**src/rtl/bar_run_detect.sv**
```systemverilog
// bar_run_detect: watches the registered operand bus `a` for runs of a match
// byte, reports each qualifying run over a single-entry valid/ready event
// register and keeps a saturating count of qualifying runs.
module bar_run_detect #(
    parameter logic [7:0]  MATCH   = 8'h42,
    parameter int unsigned RUN_LEN = 4,
    parameter int unsigned CNT_W   = 16
) (
    input  logic             clk,
    input  logic             rst,
    input  logic [7:0]       a,
    input  logic             a_vld,
    input  logic             evt_rdy,
    output logic             evt_vld,
    output logic [7:0]       evt_len,
    output logic [CNT_W-1:0] hit_cnt,
    output logic             ovf,
    output logic             busy
);

    localparam logic [7:0]       RUN_LEN_B = 8'(RUN_LEN);
    localparam logic [7:0]       LEN_MAX   = 8'hFF;
    localparam logic [CNT_W-1:0] CNT_MAX   = '1;

    typedef enum logic [1:0] {
        IDLE = 2'd0,
        RUN  = 2'd1,
        LOCK = 2'd2
    } state_t;

    state_t           state_q, state_d;
    logic [7:0]       run_len_q, run_len_d;
    logic [CNT_W-1:0] hit_cnt_q, hit_cnt_d;
    logic             evt_vld_q, evt_vld_d;
    logic [7:0]       evt_len_q, evt_len_d;
    logic             ovf_q, ovf_d;
    logic             busy_q, busy_d;
    logic             is_match, is_miss, new_evt;

    // State and output registers; everything the block drives out lives here.
    always_ff @(posedge clk or posedge rst) begin
        if (rst) begin
            state_q   <= IDLE;
            run_len_q <= 8'h00;
            hit_cnt_q <= '0;
            evt_vld_q <= 1'b0;
            evt_len_q <= 8'h00;
            ovf_q     <= 1'b0;
            busy_q    <= 1'b0;
        end else begin
            state_q   <= state_d;
            run_len_q <= run_len_d;
            hit_cnt_q <= hit_cnt_d;
            evt_vld_q <= evt_vld_d;
            evt_len_q <= evt_len_d;
            ovf_q     <= ovf_d;
            busy_q    <= busy_d;
        end
    end

    // Run tracking, hit counting and single-entry event register update.
    always_comb begin
        state_d   = state_q;
        run_len_d = run_len_q;
        hit_cnt_d = hit_cnt_q;
        evt_vld_d = evt_vld_q;
        evt_len_d = evt_len_q;
        ovf_d     = ovf_q;
        new_evt   = 1'b0;
        is_match  = a_vld && (a == MATCH);
        is_miss   = a_vld && (a != MATCH);

        case (state_q)
            IDLE: begin
                if (is_match) begin
                    state_d   = RUN;
                    run_len_d = 8'd1;
                end
            end
            RUN: begin
                if (is_match) begin
                    run_len_d = run_len_q + 8'd1;
                    if (run_len_d == RUN_LEN_B) begin
                        state_d = LOCK;
                        if (hit_cnt_q != CNT_MAX) begin
                            hit_cnt_d = hit_cnt_q + CNT_W'(1);
                        end
                    end
                end else if (is_miss) begin
                    state_d   = IDLE;
                    run_len_d = 8'h00;
                end
            end
            LOCK: begin
                if (is_match) begin
                    if (run_len_q != LEN_MAX) begin
                        run_len_d = run_len_q + 8'd1;
                    end
                end else if (is_miss) begin
                    state_d   = IDLE;
                    run_len_d = 8'h00;
                    new_evt   = 1'b1;
                end
            end
            default: begin
                state_d   = IDLE;
                run_len_d = 8'h00;
            end
        endcase

        // A consume frees the slot on this edge, so a same-cycle event may load.
        if (new_evt) begin
            if (!evt_vld_q || evt_rdy) begin
                evt_vld_d = 1'b1;
                evt_len_d = run_len_q;
            end else begin
                ovf_d = 1'b1;
            end
        end else if (evt_vld_q && evt_rdy) begin
            evt_vld_d = 1'b0;
        end

        busy_d = (state_d != IDLE);
    end

    assign evt_vld = evt_vld_q;
    assign evt_len = evt_len_q;
    assign hit_cnt = hit_cnt_q;
    assign ovf     = ovf_q;
    assign busy    = busy_q;

endmodule

```
**config.mk**
```make
export PLATFORM = sky130hd
export DESIGN_NAME = bar_run_detect
export DESIGN_NICKNAME = d
export VERILOG_FILES = /design/src/rtl/bar_run_detect.sv
export SDC_FILE = /design/constraint.sdc
export NUM_CORES = 1
export LEC_CHECK = 0
export CORE_ASPECT_RATIO = 1.2
export CORE_UTILIZATION = 46
export CTS_CLUSTER_DIAMETER = 50
export DETAILED_ROUTE_END_ITERATION = 12
export DONT_BUFFER_PORTS = 1
export PLACE_DENSITY = 0.64
export SETUP_SLACK_MARGIN = 0.4
export SYNTH_ARGS = -nofsm -noshare
export SYNTH_HDL_FRONTEND = slang
export SYNTH_SLANG_ARGS = --single-unit
export TNS_END_PERCENT = 10
```
**constraint.sdc**
```tcl
create_clock -name clk -period 2.3 [get_ports clk]
set_input_delay 0.115 -clock clk [delete_from_list [all_inputs] [get_ports clk]]
set_output_delay 0.115 -clock clk [all_outputs]
set_load 0.05 [all_outputs]
```
==> qor.tcl, run 1 <==
set qor(cts_max_level) 2
set qor(cp_slowest_stage_delay_ns) 0.56
set qor(timing.final.crit_period_ns) 2.23
set qor(placement_rows) 25
set qor(power-per-cell-area_nw_per_um2) 576
set qor(global_route_wire_length_before_repair_um) 7650
set qor(yosys_most_used_dff) {sky130_fd_sc_hd__dfrtp_1}
set qor(hold_viol_final) 0
set qor(power_leakage_uw) 0.00122
set qor(seqCellArea_um2) 938
set qor(num_antenna_cells) 0
set qor(most-common-layout-cells) {sky130_fd_sc_hd__buf_4, sky130_fd_sc_hd__dfrtp_1, sky130_fd_sc_hd__xor2_1}
set qor(detail_route.wl_per_cell_um) 17.3
set qor(cp.required_ns) 2.48
set qor(final_cell_count_no_fill) 274
set qor(drt-initial-drc-count) 106
set qor(placed_cell_area_um2) 2290
set qor(vias) 1627
set qor(r2r_end) {hit_cnt[1]}
set qor(worstSetupPathType) {reg2reg}
set qor(dp.final_hpwl_um) 3360
set qor(synth_seq_cells) 37
set qor(final_core_util_pct) 63.4
set qor(max_freq_mhz) 447
set qor(r2r-start) {run_len_q[1]}
set qor(initial_core_util_pct) 49.3
set qor(grt_max_degree) 23
set qor(final_antenna_net_count) 0
set qor(r2r_cells) 5
set qor(clock_tree_buffer_depth) 2
set qor(syn_area_um2) 1990
set qor(timing.critical_path.to_type) {flip-flop}
set qor(ys_async_sr_fraction_pct) 100
set qor(antenna_found_initial) 0
set qor(drcViolationCount) 0
set qor(syn_nets) 197
set qor(synth.yosys.warnings) 0
set qor(globalplace.congestion) 0.867
set qor(fill_cells) 311
set qor(worstHoldPathType) {in2reg}
set qor(synth.distinct_cells) 44
set qor(drt_wl_total_um) 4750
set qor(cts.root.buffer_cell) {sky130_fd_sc_hd__clkbuf_8}
set qor(port_buffers) 0
set qor(outcome) {completed}
set qor(path_cells) {ha_4 > or4b_4 > a2111o_2 > nor2_2 > mux2_2}
set qor(grt_setup_unrepaired) {yes}
set qor(final_layout_size_suffix_gt1_share_pct) 39.5
set qor(worst_pin_slew_ns) 0.824
set qor(cp-endpoint) {hit_cnt[1]}
set qor(clock_sinks) 37
set qor(final_net_count) 237
set qor(groute.usage.overall_pct) 23.1
set qor(first_global_vias) 1647
set qor(path_max_fanout) 5
set qor(maxCapViolations) 0
set qor(setup_viol) 0
set qor(total_i_o_pin_count) 39
set qor(multiInputGateArea_um2) 1090
set qor(clock_pin_slew_on_the_worst_setup_and_hold_paths_ns) 0.08
set qor(reg2reg_setup_slack_ns) 0.07
set qor(post_synthesis_to_final_layout_area_growth_pct) 28.7
set qor(numPlacedInstances) 259
set qor(die-area_um2) 4590
set qor(ir_drop_mv) 0.451
set qor(final.setup_skew_ns) 0.00584
set qor(die_height_um) 74.0
set qor(area_of_the_core_region_um2) 4040
set qor(layout_worst_path_cycle_share_pct) 97.2
set qor(numCtsBuffers) 5
set qor(synth_enable_flop_cells) 0
set qor(globalRoute.totalOverflow) 0
set qor(most_common_cell_after_layout_fill_and_taps_aside) {sky130_fd_sc_hd__buf_4}
set qor(slew_headroom_pct) 45.0
set qor(final_design_area_no_fill_um2) 2560
set qor(timing.critical_path.slowest_stage_cell) {sky130_fd_sc_hd__a2111o_2}
set qor(timing.critical_path.from) {run_len_q[1]}
set qor(postSynthCellCount) 179
set qor(synth_seq_area_share_pct) 46.6
set qor(critPathLaunchType) {flip-flop}
set qor(cts_tree) {done}
set qor(die_span_in_x_um) 62.0
set qor(dr.pass1.iters) 4
set qor(report.final.slew_viol_count) 0
set qor(post_drt_via_cell_ratio) 5.94
set qor(worst_ep_arrival_time_ns) 2.41
set qor(clock_latency_ns) 0.29
set qor(post_synth.cell_area_avg_um2) 11.1
[stage by stage]
step	total power, µW	hold slack, ns	TNS (ns)	worst slack (ns)
floorplan	768	0.294	0	0.175
global placement	789	0.195	0	0.0840
detailed placement	792	0.211	0	0.0122
CTS	1490	0.00728	0	0.0458
global route	1520	0.0219	-0.0112	-0.0112
finish	1470	0.0139	0	0.0651
[power breakdown]
group          switching, µW  internal [µW]  total [µW]
clock network            252            437         689
logic                   51.5           38.9        90.4
registers               33.0            661         694
[sequential cells by signal (all words and copies together) (netlist names)]
register / count
busy: 1
evt_len: 8
evt_vld: 1
hit_cnt: 16
ovf: 1
run_len_q: 8
state_q: 2
[what timing repair did]
| action | 4_1_cts | 5_1_grt |
|---|---|---|
| pin swaps | 4 | 8 |
| gates cloned | 1 | 0 |
| setup buffers | 1 | 3 |
| endpoints found under the setup margin | 23 | 27 |
| hold endpoints to repair | 23 | 0 |
| hold buffers | 2 | 0 |
| gates resized for setup | 8 | 6 |
[synthesized netlist by cell type (all sizes together) (2+ instances only)]
cell type | instances | share of area (%)
a2111o | 2 | 1.1
a2111oi | 2 | 0.88
a22o | 2 | 0.88
a31oi | 4 | 1.3
and3 | 6 | 1.9
and4 | 3 | 1.4
buf | 3 | 1.4
clkbuf | 4 | 0.75
dfrtp | 37 | 47
ha | 6 | 3.8
inv | 3 | 0.57
mux2 | 9 | 5.1
mux2i | 2 | 1.0
nand2 | 11 | 2.1
nand2b | 2 | 0.63
nand3 | 6 | 1.5
nand4 | 9 | 2.8
nor2 | 8 | 1.5
nor2b | 4 | 1.3
nor3 | 12 | 5.0
nor3b | 2 | 0.75
nor4 | 3 | 1.6
nor4b | 2 | 1.5
o21ai | 5 | 1.3
or2 | 2 | 0.63
or3 | 3 | 0.94
xor2 | 14 | 6.2
[layer usage]
layer	global-route usage, %	up-vias	share of wire (%)
li1	-	752	-
met1	25.1	824	39
met2	41.0	41	54
met3	6.61	10	4.8
met4	9.38	0	1.8
met5	0	-	0
[final cells by class]
class | instances | share of cell area [%]
repair buffers | 39 | 12.3
clock buffers | 5 | 2.69
multi-input cells | 133 | 42.6
well taps | 54 | 2.64
flip-flops and latches | 37 | 36.7
inverters | 3 | 0.440
clock inverters | 3 | 2.69
[critical path: cells and delay by family, from the launching register on]
| family | cells | cell delay [ns] |
|---|---|---|
| AO/OA/AOI/OAI | 1 | 0.56 |
| AND/OR/NAND/NOR | 2 | 0.60 |
| multiplexers | 1 | 0.34 |
| adder cells (fa/ha/maj) | 1 | 0.18 |
| flip-flops | 1 | 0.43 |
[cell families (layout without fill, tap and decap cells)]
| logic type | count (synthesis) | in the layout | share of synthesized area (%) |
|---|---|---|---|
| buf+inv | 10 | 50 | 2.71 |
| flops | 37 | 37 | 46.6 |
| fa+ha+maj | 6 | 6 | 3.78 |
| simple gates | 74 | 74 | 24.1 |
| mux | 11 | 11 | 6.10 |
| compound gates | 26 | 27 | 10.1 |
| xor+xnor | 15 | 15 | 6.61 |
[how the worst min path moves through the flow]
stage / start / slack [ns] / cells after the start / end
floorplan: rst / 0.29 / 1 / busy
global placement: rst / 0.20 / 1 / hit_cnt[12]
detailed placement: rst / 0.21 / 1 / hit_cnt[11]
CTS: a_vld / 0.007 / 2 / run_len_q[0]
global route: a_vld / 0.02 / 2 / run_len_q[0]
finish: a_vld / 0.01 / 2 / run_len_q[0]
Note: power is estimated with default switching activity, not from simulation.
==> run 2, diff against run 1 <==
--- a/config.mk
+++ b/config.mk
@@ -5,7 +5,9 @@
 export SDC_FILE = /design/constraint.sdc
 export NUM_CORES = 1
 export LEC_CHECK = 0
+export ABC_CLOCK_PERIOD_IN_PS = 2300
 export CORE_ASPECT_RATIO = 1.2
+export CORE_MARGIN = 2
 export CORE_UTILIZATION = 46
 export CTS_CLUSTER_DIAMETER = 50
 export DETAILED_ROUTE_END_ITERATION = 12
==> run 2 against run 1 <==
Hold slack improved by 0.034 ns. Register-to-register slack improved by 0.04 ns. Critical path type unchanged. Utilization decreased by 3.1 points. Critical path depth increased by 1. Cell area decreased by 1.1%. Combinational power about the same. Global-route usage decreased by 2.7 points. Largest power group unchanged. Final cell count unchanged. Total power decreased by 14%. Flip-flop and latch count unchanged.
==> qor.tcl, run 2 (synthesis results as in run 1) <==
set qor(path_cells) {ha_4 > or4b_4 > a2111o_2 > buf_6 > nor3_4 > xor2_1}
set qor(final_antenna_net_count) 0
set qor(worst_ep_arrival_time_ns) 2.40
set qor(detail_route.wl_per_cell_um) 17.0
set qor(post_synthesis_to_final_layout_area_growth_pct) 27.3
set qor(vias) 1592
set qor(antenna_found_initial) 0
set qor(hold_viol_final) 0
set qor(clock_sinks) 37
set qor(initial_core_util_pct) 47.4
set qor(ir_drop_mv) 0.466
set qor(power-per-cell-area_nw_per_um2) 499
set qor(worst_pin_slew_ns) 0.838
set qor(drcViolationCount) 0
set qor(slew_headroom_pct) 44.0
set qor(grt_max_degree) 23
set qor(groute.usage.overall_pct) 20.4
set qor(grt_setup_unrepaired) {yes}
set qor(final_net_count) 235
set qor(globalRoute.totalOverflow) 0
set qor(hold_slack_ns) 0.0480
set qor(multiInputGateArea_um2) 1120
set qor(clock_tree_buffer_depth) 2
set qor(seqCellArea_um2) 937
set qor(globalplace.congestion) 0.805
set qor(numCtsBuffers) 5
set qor(max_freq_mhz) 457
set qor(clock_pin_slew_on_the_worst_setup_and_hold_paths_ns) 0.08
set qor(fill_cells) 357
set qor(cts_tree) {done}
set qor(p_total_uw) 1260
set qor(maxCapViolations) 0
set qor(outcome) {completed}
set qor(drt-initial-drc-count) 75
set qor(power_leakage_uw) 0.00119
set qor(first_global_vias) 1687
set qor(global_route_wire_length_before_repair_um) 7840
set qor(worstSetupPathType) {reg2reg}
set qor(most-common-layout-cells) {sky130_fd_sc_hd__buf_4, sky130_fd_sc_hd__dfrtp_1, sky130_fd_sc_hd__xor2_1}
set qor(clock_latency_ns) 0.29
set qor(num_antenna_cells) 0
set qor(post_drt_via_cell_ratio) 5.81
set qor(die_span_in_x_um) 64.0
set qor(area_of_the_core_region_um2) 4200
set qor(placement_rows) 26
set qor(die-area_um2) 4870
set qor(largest_register_ff_count) 16
set qor(worstHoldPathType) {in2reg}
set qor(cts.root.buffer_cell) {sky130_fd_sc_hd__clkbuf_8}
set qor(cts_max_level) 2
set qor(cp.required_ns) 2.51
set qor(port_buffers) 0
set qor(die_height_um) 76.0
set qor(dp.final_hpwl_um) 3340
set qor(timing.final.crit_period_ns) 2.19
set qor(timing.critical_path.slowest_stage_cell) {sky130_fd_sc_hd__a2111o_2}
set qor(setup_viol) 0
set qor(final_layout_size_suffix_gt1_share_pct) 39.9
set qor(path_max_fanout) 8
set qor(timing.critical_path.to_type) {flip-flop}
set qor(final.setup_skew_ns) 0.00924
set qor(layout_worst_path_cycle_share_pct) 95.2
set qor(dr.pass1.iters) 4
set qor(most_common_cell_after_layout_fill_and_taps_aside) {sky130_fd_sc_hd__buf_4}
set qor(report.final.slew_viol_count) 0
set qor(critPathLaunchType) {flip-flop}
set qor(drt_wl_total_um) 4650
set qor(cp_slowest_stage_delay_ns) 0.54
set qor(total_i_o_pin_count) 39
[run 2: changes by cell type in the layout (fill, tap and decap cells not counted), sizes merged]
cell,change
buf,-1
a2111o,-1
clkinvlp,+1
inv,-1
clkbuf,+2
bufinv,-2
[run 2: per-layer routing]
| metal | part of all wire (%) | wire length (µm) | GRT usage (%) | vias to the layer above |
|---|---|---|---|---|
| li1 | - | - | - | 744 |
| met1 | 42 | 1970 | 25.5 | 804 |
| met2 | 52 | 2420 | 33.5 | 36 |
| met3 | 3.8 | 178 | 5.76 | 8 |
| met4 | 1.6 | 74 | 7.17 | 0 |
| met5 | 0 | 0 | 0 | - |
[run 2: timing repair]
action	4_1_cts	5_1_grt
hold buffers	2	0
pin swaps	4	5
buffers inserted	3	1
endpoints found under the setup margin	26	26
hold endpoints to repair	24	0
gates cloned	1	0
gates resized for setup	13	9
[run 2: worst max-delay path, delay by kind of cell, from the launching register on]
kind,cells,cell delay (ns)
DFF,1,0.42
adders and majority gates,1,0.17
AOI/OAI and AO/OA,1,0.54
buffers and inverters,1,0.19
and+or+nand+nor,2,0.62
xor gates and xnor gates,1,0.17
[run 2: worst paths after layout]
check | start | endpoint | slack, ns | cells past startpoint
min in group asynchronous | rst | hit_cnt[9] | 0.43 | 2
worst min register to register | run_len_q[5] | run_len_q[5] | 0.62 | 2
worst max-delay path | run_len_q[1] | hit_cnt[6] | 0.11 | 6
worst max register to register | run_len_q[1] | hit_cnt[6] | 0.11 | 6
worst min-delay path | evt_rdy | evt_vld | 0.05 | 2
max in group asynchronous | rst | run_len_q[2] | 1.12 | 3
[run 2: report_power, final]
part	switching [µW]	internal, µW	leakage (µW)
combinational	53.4	37.0	0.000643
clock	234	244	0.0000445
sequential	33.4	661	0.000500
total	321	942	0.00119
[run 2: cell type report]
| cell class | instances | share of cell area, % |
|---|---|---|
| clock buffers | 7 | 3.41 |
| clock inverters | 1 | 0.297 |
| inverters | 3 | 0.445 |
| multi-input cells | 132 | 44.1 |
| flip-flops and latches | 37 | 37.0 |
| well taps | 56 | 2.77 |
| repair buffers | 38 | 11.9 |
[run 2: through the flow]
| step | cell area [µm²] | setup slack, ns | util, % | TNS, ns | instances |
|---|---|---|---|---|---|
| CTS | 2480 | 0.0707 | 59.1 | 0 | 273 |
| floorplan | 2000 | 0.175 | - | 0 | 179 |
| global route | 2530 | 0.0538 | 60.3 | 0 | 274 |
| detailed placement | 2260 | -0.0519 | 53.9 | -0.0543 | 259 |
| finish | 2530 | 0.110 | 60.3 | 0 | 274 |
| global placement | 2260 | 0.105 | 53.9 | 0 | 259 |
